<file path="src/rtl/wb_pkg.sv">
// Shared definitions for the write-back port arbiter: source indices,
// default widths and the source request record.
package wb_pkg;

    localparam logic SRC_ALU = 1'b0;
    localparam logic SRC_DM  = 1'b1;

    localparam int WB_DATA_W = 32;
    localparam int WB_REG_AW = 5;

    typedef struct packed {
        logic                 valid;
        logic [WB_REG_AW-1:0] rd;
        logic [WB_DATA_W-1:0] data;
    } wb_req_t;

endpackage

</file>
<file path="src/rtl/rr_arb2.sv">
// Two-requester round-robin grant. This block is combinational only; the
// parent holds last_grant and advances it on every granted cycle.
module rr_arb2
    import wb_pkg::*;
(
    input  logic [1:0] req,
    input  logic       last_grant,
    output logic [1:0] gnt,
    output logic       gnt_idx
);

    always_comb begin
        gnt_idx = SRC_ALU;
        gnt     = 2'b00;
        case (req)
            2'b01:   gnt_idx = SRC_ALU;
            2'b10:   gnt_idx = SRC_DM;
            2'b11:   gnt_idx = ~last_grant;
            default: gnt_idx = SRC_ALU;
        endcase
        if (|req) gnt = (gnt_idx == SRC_DM) ? 2'b10 : 2'b01;
    end

endmodule

</file>
<file path="src/rtl/wb_port_arbiter.sv">
// Round-robin share of the register-file write port between ALU and load
// results, with one cycle of latency. Define WB_PORT_ARBITER_TRACE_EN to get a write trace.
module wb_port_arbiter
    import wb_pkg::*;
#(
    parameter int DATA_W = WB_DATA_W,
    parameter int REG_AW = WB_REG_AW,
    parameter int CNT_W  = 16
) (
    input  logic              clk,
    input  logic              reset,
    input  logic              alu_valid,
    input  logic [REG_AW-1:0] alu_rd,
    input  logic [DATA_W-1:0] alu_data,
    output logic              alu_ready,
    input  logic              dm_valid,
    input  logic [REG_AW-1:0] dm_rd,
    input  logic [DATA_W-1:0] dm_data,
    output logic              dm_ready,
    output logic              reg_write_out_wb,
    output logic [REG_AW-1:0] rd_out_wb,
    output logic [DATA_W-1:0] wb_data,
    output logic              wb_src,
    output logic [CNT_W-1:0]  wb_count
);

    logic [1:0]        req, gnt;
    logic              gnt_idx, any_gnt;
    logic [REG_AW-1:0] sel_rd;
    logic [DATA_W-1:0] sel_data;

    logic              wen_q,  wen_d;
    logic [REG_AW-1:0] rd_q,   rd_d;
    logic [DATA_W-1:0] data_q, data_d;
    logic              src_q,  src_d;
    logic              last_q, last_d;
    logic [CNT_W-1:0]  cnt_q,  cnt_d;

    // Requests are masked while reset is low, so no ready can escape then.
    assign req = {dm_valid, alu_valid} & {2{reset}};

    rr_arb2 u_arb (
        .req        (req),
        .last_grant (last_q),
        .gnt        (gnt),
        .gnt_idx    (gnt_idx)
    );

    assign any_gnt   = |gnt;
    assign alu_ready = gnt[0];
    assign dm_ready  = gnt[1];
    assign sel_rd    = (gnt_idx == SRC_DM) ? dm_rd   : alu_rd;
    assign sel_data  = (gnt_idx == SRC_DM) ? dm_data : alu_data;

    always_comb begin
        wen_d  = 1'b0;
        rd_d   = rd_q;
        data_d = data_q;
        src_d  = src_q;
        last_d = last_q;
        cnt_d  = cnt_q;
        if (any_gnt) begin
            // x0 is accepted but never written or counted.
            wen_d  = (sel_rd != '0);
            rd_d   = sel_rd;
            data_d = sel_data;
            src_d  = gnt_idx;
            last_d = gnt_idx;
            if (sel_rd != '0) cnt_d = cnt_q + CNT_W'(1);
        end
    end

    always_ff @(posedge clk or negedge reset) begin
        if (!reset) begin
            wen_q  <= 1'b0;
            rd_q   <= '0;
            data_q <= '0;
            src_q  <= SRC_ALU;
            last_q <= SRC_DM;
            cnt_q  <= '0;
        end else begin
            wen_q  <= wen_d;
            rd_q   <= rd_d;
            data_q <= data_d;
            src_q  <= src_d;
            last_q <= last_d;
            cnt_q  <= cnt_d;
        end
    end

    assign reg_write_out_wb = wen_q;
    assign rd_out_wb        = rd_q;
    assign wb_data          = data_q;
    assign wb_src           = src_q;
    assign wb_count         = cnt_q;

`ifdef WB_PORT_ARBITER_TRACE_EN
    always @(posedge clk) begin
        if (reg_write_out_wb)
            $display("[wb] src=%0d rd=%h data=%h", wb_src, rd_out_wb, wb_data);
    end
`else
`endif

endmodule
</file>
<file path="config.mk">
export PLATFORM = sky130hd
export DESIGN_NAME = wb_port_arbiter
export DESIGN_NICKNAME = d
export VERILOG_FILES = /design/src/rtl/wb_pkg.sv /design/src/rtl/rr_arb2.sv /design/src/rtl/wb_port_arbiter.sv
export SDC_FILE = /design/constraint.sdc
export NUM_CORES = 1
export LEC_CHECK = 0
export ABC_AREA = 1
export CAP_MARGIN = 20
export CORE_MARGIN = 1.5
export CORE_UTILIZATION = 44
export DETAILED_ROUTE_END_ITERATION = 16
export PLACE_DENSITY = 0.88
export SLEW_MARGIN = 20
export SYNTH_ARGS = -nofsm -noshare
export SYNTH_HDL_FRONTEND = slang
export SYNTH_SLANG_ARGS = --single-unit
</file>
<file path="constraint.sdc">
create_clock -name clk -period 3.2 [get_ports clk]
set_input_delay 0.64 -clock clk [delete_from_list [all_inputs] [get_ports clk]]
set_output_delay 0.64 -clock clk [all_outputs]
set_load 0.01 [all_outputs]
</file>
; Word level (Yosys, flattened, before mapping)
; Index checks and enable logic that the tools add are counted.
[word_totals]
out_inout_bits = 57
inputBits = 78
reg_bits = 56
word_cells = 21
[op_classes]
n_mux = 6
n_bitwise = 2
eq_ne = 2
n_reduce_logical = 4
n_addsub = 1
[ops]
columns = operator, n
row1 = $mux W32, 1
row2 = $add A16 B1 Y16 const B, 1
row3 = $mux W5, 1
row4 = $reduce_bool A5 Y1, 1
row5 = $eq A2 B2 Y1 const B, 2
row6 = $mux W2, 2
row7 = $reduce_or A2 Y1, 2
row8 = $and A2 B2 Y2, 1
row9 = $pmux W1 S2, 1
row10 = $reduce_and A2 Y1, 1
row11 = $mux W1, 1
row12 = $not A1 Y1, 1

; Logic depth before layout (Yosys ltp)
[depth]
depth_word = 7
mapped_depth = 12
mapped_depth_nobuf = 10

; Hierarchy
; Synthesis repeated with hierarchy kept, for this count alone.
[hier_totals]
cells_unflattened = 386
area_unflattened_um2 = 2854.0
[modules_own_cells]
columns = mod, area_per_inst_um2, seq_area_each_um2, cells_each, instances
row1 = wb_port_arbiter, 2829.0, 1402.6, 380, 1
row2 = rr_arb2, 25.0, 0.0, 6, 1

; Worst setup path after synthesis
; No wires, ideal clock.
[synth_path]
path_type = input to output
start = input alu_valid
end = output alu_ready
setup_slack_ns = 1.070
required_ns = 2.560
t_arrival_ns = 1.490
path_stages = 4
cell_sequence = o21ai_0 -> clkbuf_1 -> clkbuf_1 -> nor2_1
[synth_via]
elab_chain_len = 5
word_cells_on_any_way = 7
[synth_rtl]
columns = item, line
row1 = "start, declared", wb_port_arbiter.sv:12  ; input logic alu_valid,
row2 = $and A2 B2 Y2 *, wb_port_arbiter.sv:40  ; assign req = {dm_valid, alu_valid} & {2{reset}};
row3 = $eq A2 B2 Y1, rr_arb2.sv:15  ; case (req)
row4 = $pmux W1 S2, rr_arb2.sv:15
row5 = $mux W2, rr_arb2.sv:21  ; if (|req) gnt = (gnt_idx == SRC_DM) ? 2'b10 : 2'b01;
row6 = $mux W2 *, rr_arb2.sv:21
row7 = "end, declared", wb_port_arbiter.sv:15  ; output logic alu_ready,
; Every way passes the cells marked *; elsewhere a longest branch is shown, timed or not.

; Worst setup path after layout
; Ends and elaborated chain as after synthesis.

==> key figures <==
Logic synthesis
  • Top FF cell, synth: dfrtp_1
  • Synth top cells by count: nand2_1, a21oi_1, dfrtp_1
  • EDFF count, synth: 0
  • Syn Nets: ~450
  • Distinct cell type count after synthesis: 22
  • Area contributors post-synth: dfrtp_1, nand2_1, a21oi_1, nor2_1, nand3_1
  • Syn Area/Cell: between 7 and 8 µm²
  • Cells after synthesis: 368
  • Share of flip-flops with an asynchronous set or reset: 100.0%
  • Syn. warnings: 0
  • FF+latch count, synth: 56
  • Most frequent cell after synthesis: nand2_1
  • Largest area contributor in the netlist: dfrtp_1
  • Top cell type's share of synthesized area: ~49%
  • Seq/Total Area, Yosys: about half
  • Post-Syn Area: around 0.0028 mm²

STA
  • Max Clk Rate: approximately 0.37 GHz
  • Final Hold Viols: 0
  • Max-slew headroom: 67.99%
  • TNS Setup: 0 ns
  • Hold Slack: 0.3306 ns
  • Worst Tran Pin Value: 0.4801 ns
  • Clock skew: 0.004654 ns
  • Final Critical Period: 2.671 ns
  • Period utilisation layout: 83.48%
  • Setup violators final: 0
  • RSZ-0062 raised after global routing: false
  • Worst Slack Setup Final: 0.5287 ns
  • Max Transition Viols Final: 0

Clock tree
  • # hold bufs at CTS: 0
  • Total clock sinks: 56
  • Worst skew pair latency: between 0.3 and 0.4 ns
  • H-Tree Depth: 2
  • Setup bufs post-CTS: 0
  • Clock transition at the registers of the reported paths: approximately 0.10 ns
  • Num CTS Buffers: 5
  • Clk buf depth: 2
  • TritonCTS clock tree: done
  • PostCTS Resize Cnt: 0
  • CTS root buf: clkbuf_8

Placement
  • Post-DP HPWL: between 6 and 7 mm
  • RePlAce Congestion: just under 0.9
  • I/O Buffers: approximately 130
  • Dpl ws: around 0.47 ns
  • Cells after DPL: around 570

Global route
  • Antenna violations before repair: 0
  • Gr ovfl total: 0
  • Largest net degree at the start of global routing: 47
  • Vias in the first global route: 2877
  • Overall routing resource usage: 23.92%
  • Global-route wire length before repair: 13.43 mm

Die
  • Die Height: slightly above 80 µm
  • Die width: 83.17 µm
  • Starting Density: between 40% and 50%
  • # IOs: approximately 140
  • Rows: 29
  • Die area: a little under 0.007 mm²
  • Core area: 0.006277 mm²

Setup path
  • Critical path peak fanout: 3
  • Worst Path Arrival: 2.03 ns
  • Worst setup EP type: primary output
  • Element type at the critical path start: input pin
  • CP required: 2.56 ns
  • Crit Path Class: input pin to primary output

Detailed routing
  • Post-route DRC violation count: 0
  • 1st-pass router iterations: 4
  • Via density: between 5 and 6
  • DR vias: 2956
  • DR WL/cell: 14.09 µm
  • Routed Antenna Nets: 0
  • DRT iter0 DRCs: 142
  • Routed WL: slightly above 8 mm

Power
  • Max VDD drop: 0.2621 mV
  • P_leak: 0.001895 µW
  • Final Power: about 1800 µW
  • Power Dens Cells: ~420 mW/mm²

Finish
  • Fin nets: 577
  • Non-Filler Instances: 576
  • Antenna cells: 0
  • Fraction of layout cells with a size suffix above 1: ~4.6%
  • Area grow syn2layout: 52.88%

Run status
  • Status: finished, final reports clean

Hold path
  • Hold Path Class: input pin to asynchronous set/reset pin

Flow run
  • Max_cap viols: 0
-- cell families after synthesis --
logic type | Yosys count | share of synthesized area [%]
compound gates | 75 | 13.89
xor+xnor | 10 | 3.097
fa+ha+maj | 1 | 0.4424
buf+inv | 42 | 6.549
flops | 56 | 49.60
simple gates | 184 | 26.42
-- layer usage --
layer / track usage [%] / part of all wire [%] / vias up / wire length (µm)
met5: 0 / 0 / - / 0
met2: 40.95 / 51 / 134 / 4101
li1: - / - / 1435 / -
met4: 5.152 / 0.91 / 0 / 74
met1: 29.30 / 39 / 1379 / 3135
met3: 8.250 / 9.9 / 8 / 803
-- state kept, by name, indices dropped and copies added (netlist names) --
register / count
last_q: 1
rd_out_wb: 5
reg_write_out_wb: 1
wb_count: 16
wb_data: 32
wb_src: 1
-- where the power goes --
group | internal [µW] | switching (µW)
logic | 315 | 245
clock network | 177 | 225
registers | 799 | 69.2
total | 1290 | 539
-- per-stage QoR --
| stage | util [%] | area [µm²] |
|---|---|---|
| CTS | 68.87 | 4323 |
| detailed placement | 67.43 | 4233 |
| global placement | 67.43 | 4233 |
| global route | 68.87 | 4323 |
| finish | 68.87 | 4323 |
| floorplan | - | 2828 |
-- layout by cell type, fill, tap and decap left out, types with 6 or more instances in the layout --
master / instances
dfrtp_1: 55
nor2_1: 46
a21oi_1: 64
o21ai_0: 8
nand2_1: 104
inv_1: 23
nand3_1: 25
buf_4: 8
clkbuf_8: 6
xor2_1: 6
clkdlybuf4s50_1: 133
-- layout make-up --
cell class,count,area [µm²]
fillers,509,1954
flip-flops and latches,56,1403
repair buffers,142,1396
multi-input cells,270,1251
well taps,77,96.34
clock buffers,8,90.09
inverters,23,86.33
-- worst max-delay path, cell delays in order --
cell	delay (ns)
clkdlybuf4s50_1	0.58
a21oi_2	0.10
nor2_1	0.15
clkdlybuf4s50_1	0.56
-- path summary, 6_finish.rpt --
path / startpoint / to / slack [ns] / cells past startpoint
worst min-delay path: reset / wb_data[12] / 0.33 / 2
max in group asynchronous: reset / wb_count[3] / 2.49 / 2
min in group clk: wb_src / wb_src / 0.48 / 2
worst max-delay path: alu_valid / alu_ready / 0.53 / 4
worst max register to register: last_q / wb_count[13] / 1.19 / 10
worst min register to register: wb_src / wb_src / 0.48 / 2
No activity file was read; power rests on OpenSTA's default activity.
==> patch: new RTL, same settings <==
`WB_REG_AW`: 5 -> 6.
--- a/src/rtl/wb_pkg.sv
+++ b/src/rtl/wb_pkg.sv
@@ -6,7 +6,7 @@
     localparam logic SRC_DM  = 1'b1;
 
     localparam int WB_DATA_W = 32;
-    localparam int WB_REG_AW = 5;
+    localparam int WB_REG_AW = 6;
 
     typedef struct packed {
         logic                 valid;
Ports: changed (resized alu_rd, dm_rd and rd_out_wb); port bits go from 135 to 138. The function was not compared with the original's and may differ.
==> patch against the unedited design <==
Sequential cell count increased by 1; clock power increased by 58%; design area up 4.2%; via count grew 1.8%; routed wire length rose by 3.1%; worst hold slack worse by 0.11 ns; power rose by 15%; count of clock-buffer cells in the layout rose by 6; utilization grew 2.1 points; setup slack got worse by 0.15 ns; synthesized area increased by 2.0%; largest cell class unchanged.
==> patch: results (changes against the unedited design) <==
number of multi-input logic gates=273 (+1.1%); outcome=finished, final reports clean; syn nets=441 (-1.3%); post-synthesis register bit count=57 (+1.8%); Synth Area in Compound Gates=0.1306 (-0.008352); skew final=0.005577 ns (+0.0009228 ns); multi-input logic area=1324 um^2 (+5.8%); metal3 WL=738 um (-8.1%); 1st-iter DRT viols=182 (+28%); Post-Synth XOR/XNOR Area=0.03341 (+0.002432); sequential share of the synthesized area=0.4950 (-0.001007); mux contribution to synthesized area=0 (unchanged); clock edge transition at the registers on the reported setup and hold paths=0.07 ns (-0.03 ns); met1 wire length=3292 um (+5.0%); I/O Buffers=137 (+2.2%); fillers=481 (-5.5%); M3 GR Usage=0.08408 (+0.001570); CP arrival=2.18 ns (+0.15 ns); Layout clock area frac=0.04277 (+0.02193); H-tree levels=3 (+1); Net count, final=578 (+0.17%); Num CTS Buffers=9 (+4); via/cell ratio=5.199 (+1.3%); leakage power=1.928 nW (+1.7%); vias in the first global route=2989 (+3.9%); post-DP HPWL=6019 um (+0.21%); first-pass GRT wire length=13960 um (+4.0%); clock buf count=14 (+6); routed wire length on met2=4213 um (+2.7%); critical path fanouts, max=4 (+1); share of layout cells above drive strength 1=0.09960 (+0.05351); GRT Total Usage=0.2479 (+0.008712); register area=1428 um^2 (+1.8%); Comb group=0.000586 W (+4.6%); M2 GR Usage=0.4128 (+0.003296); synth top area cells=dfrtp_1 49%, a21oi_1 11%, nand2_1 11%; Non-clock buffer share=0.3149 (-0.008098); Peak supply drop=0.2997 mV (+14%); met1 Track Usage GR=0.2978 (+0.004716); Post-Synth Adder-Cell Area=0.004338 (-0.00008638); Worst slew margin=0.6379 (-0.04198); Synth top cells by count=82 x nand2_1, 64 x a21oi_1, 56 x dfrtp_1; wire per inst=14.44 um (+2.5%); largest net degree at the start of global routing=45 (-4.3%); CTS Root Buffer Type=clkbuf_8; Power Internal=0.001504 W (+16%)
## patch: changes by cell type after synthesis, sizes merged
cell and delta:
clkinv +1, nor2 +8, nand3b -1, clkbuf +5, o21ai -7, nand2 -6, a31oi +6, xor2 +1
dfrtp +1, buf -6, inv -12, o21bai -1, nand3 +3
## patch: cell families after synthesis
| logic type | after synthesis |
|---|---|
| fa+ha+maj | 1 |
| flops | 57 |
| compound gates | 73 |
| simple gates | 188 |
| xor+xnor | 11 |
| buf+inv | 30 |
## patch: final timing paths
kind / startpoint / endpoint / slack, ns / cells after the start
worst max-delay path: dm_valid / dm_ready / 0.38 / 4
worst min-delay path: reset / wb_data[16] / 0.22 / 1
worst max register to register: last_q / wb_count[5] / 1.26 / 9
worst min register to register: wb_src / wb_src / 0.48 / 2
max in group asynchronous: reset / last_q / 2.09 / 2
min in group clk: wb_src / wb_src / 0.48 / 2
## patch: worst max-delay path: stages
cell,delay (ns)
clkdlybuf4s50_1,0.53
nand2_2,0.09
a21oi_2,0.30
clkdlybuf4s50_1,0.61
## patch: stage by stage
| stage | instance area [um^2] | hold slack, ns | worst slack [ns] | power, W | std cells |
|---|---|---|---|---|---|
| floorplan | 2884 | 0.3444 | 1.102 | 0.001126 | 360 |
| global placement | 4313 | 0.4552 | 0.4043 | 0.001471 | 563 |
| detailed placement | 4313 | 0.4623 | 0.3698 | 0.001485 | 563 |
| CTS | 4506 | 0.2273 | 0.3766 | 0.002124 | 579 |
| global route | 4506 | 0.2370 | 0.3302 | 0.002220 | 579 |
| finish | 4506 | 0.2209 | 0.3831 | 0.002110 | 579 |
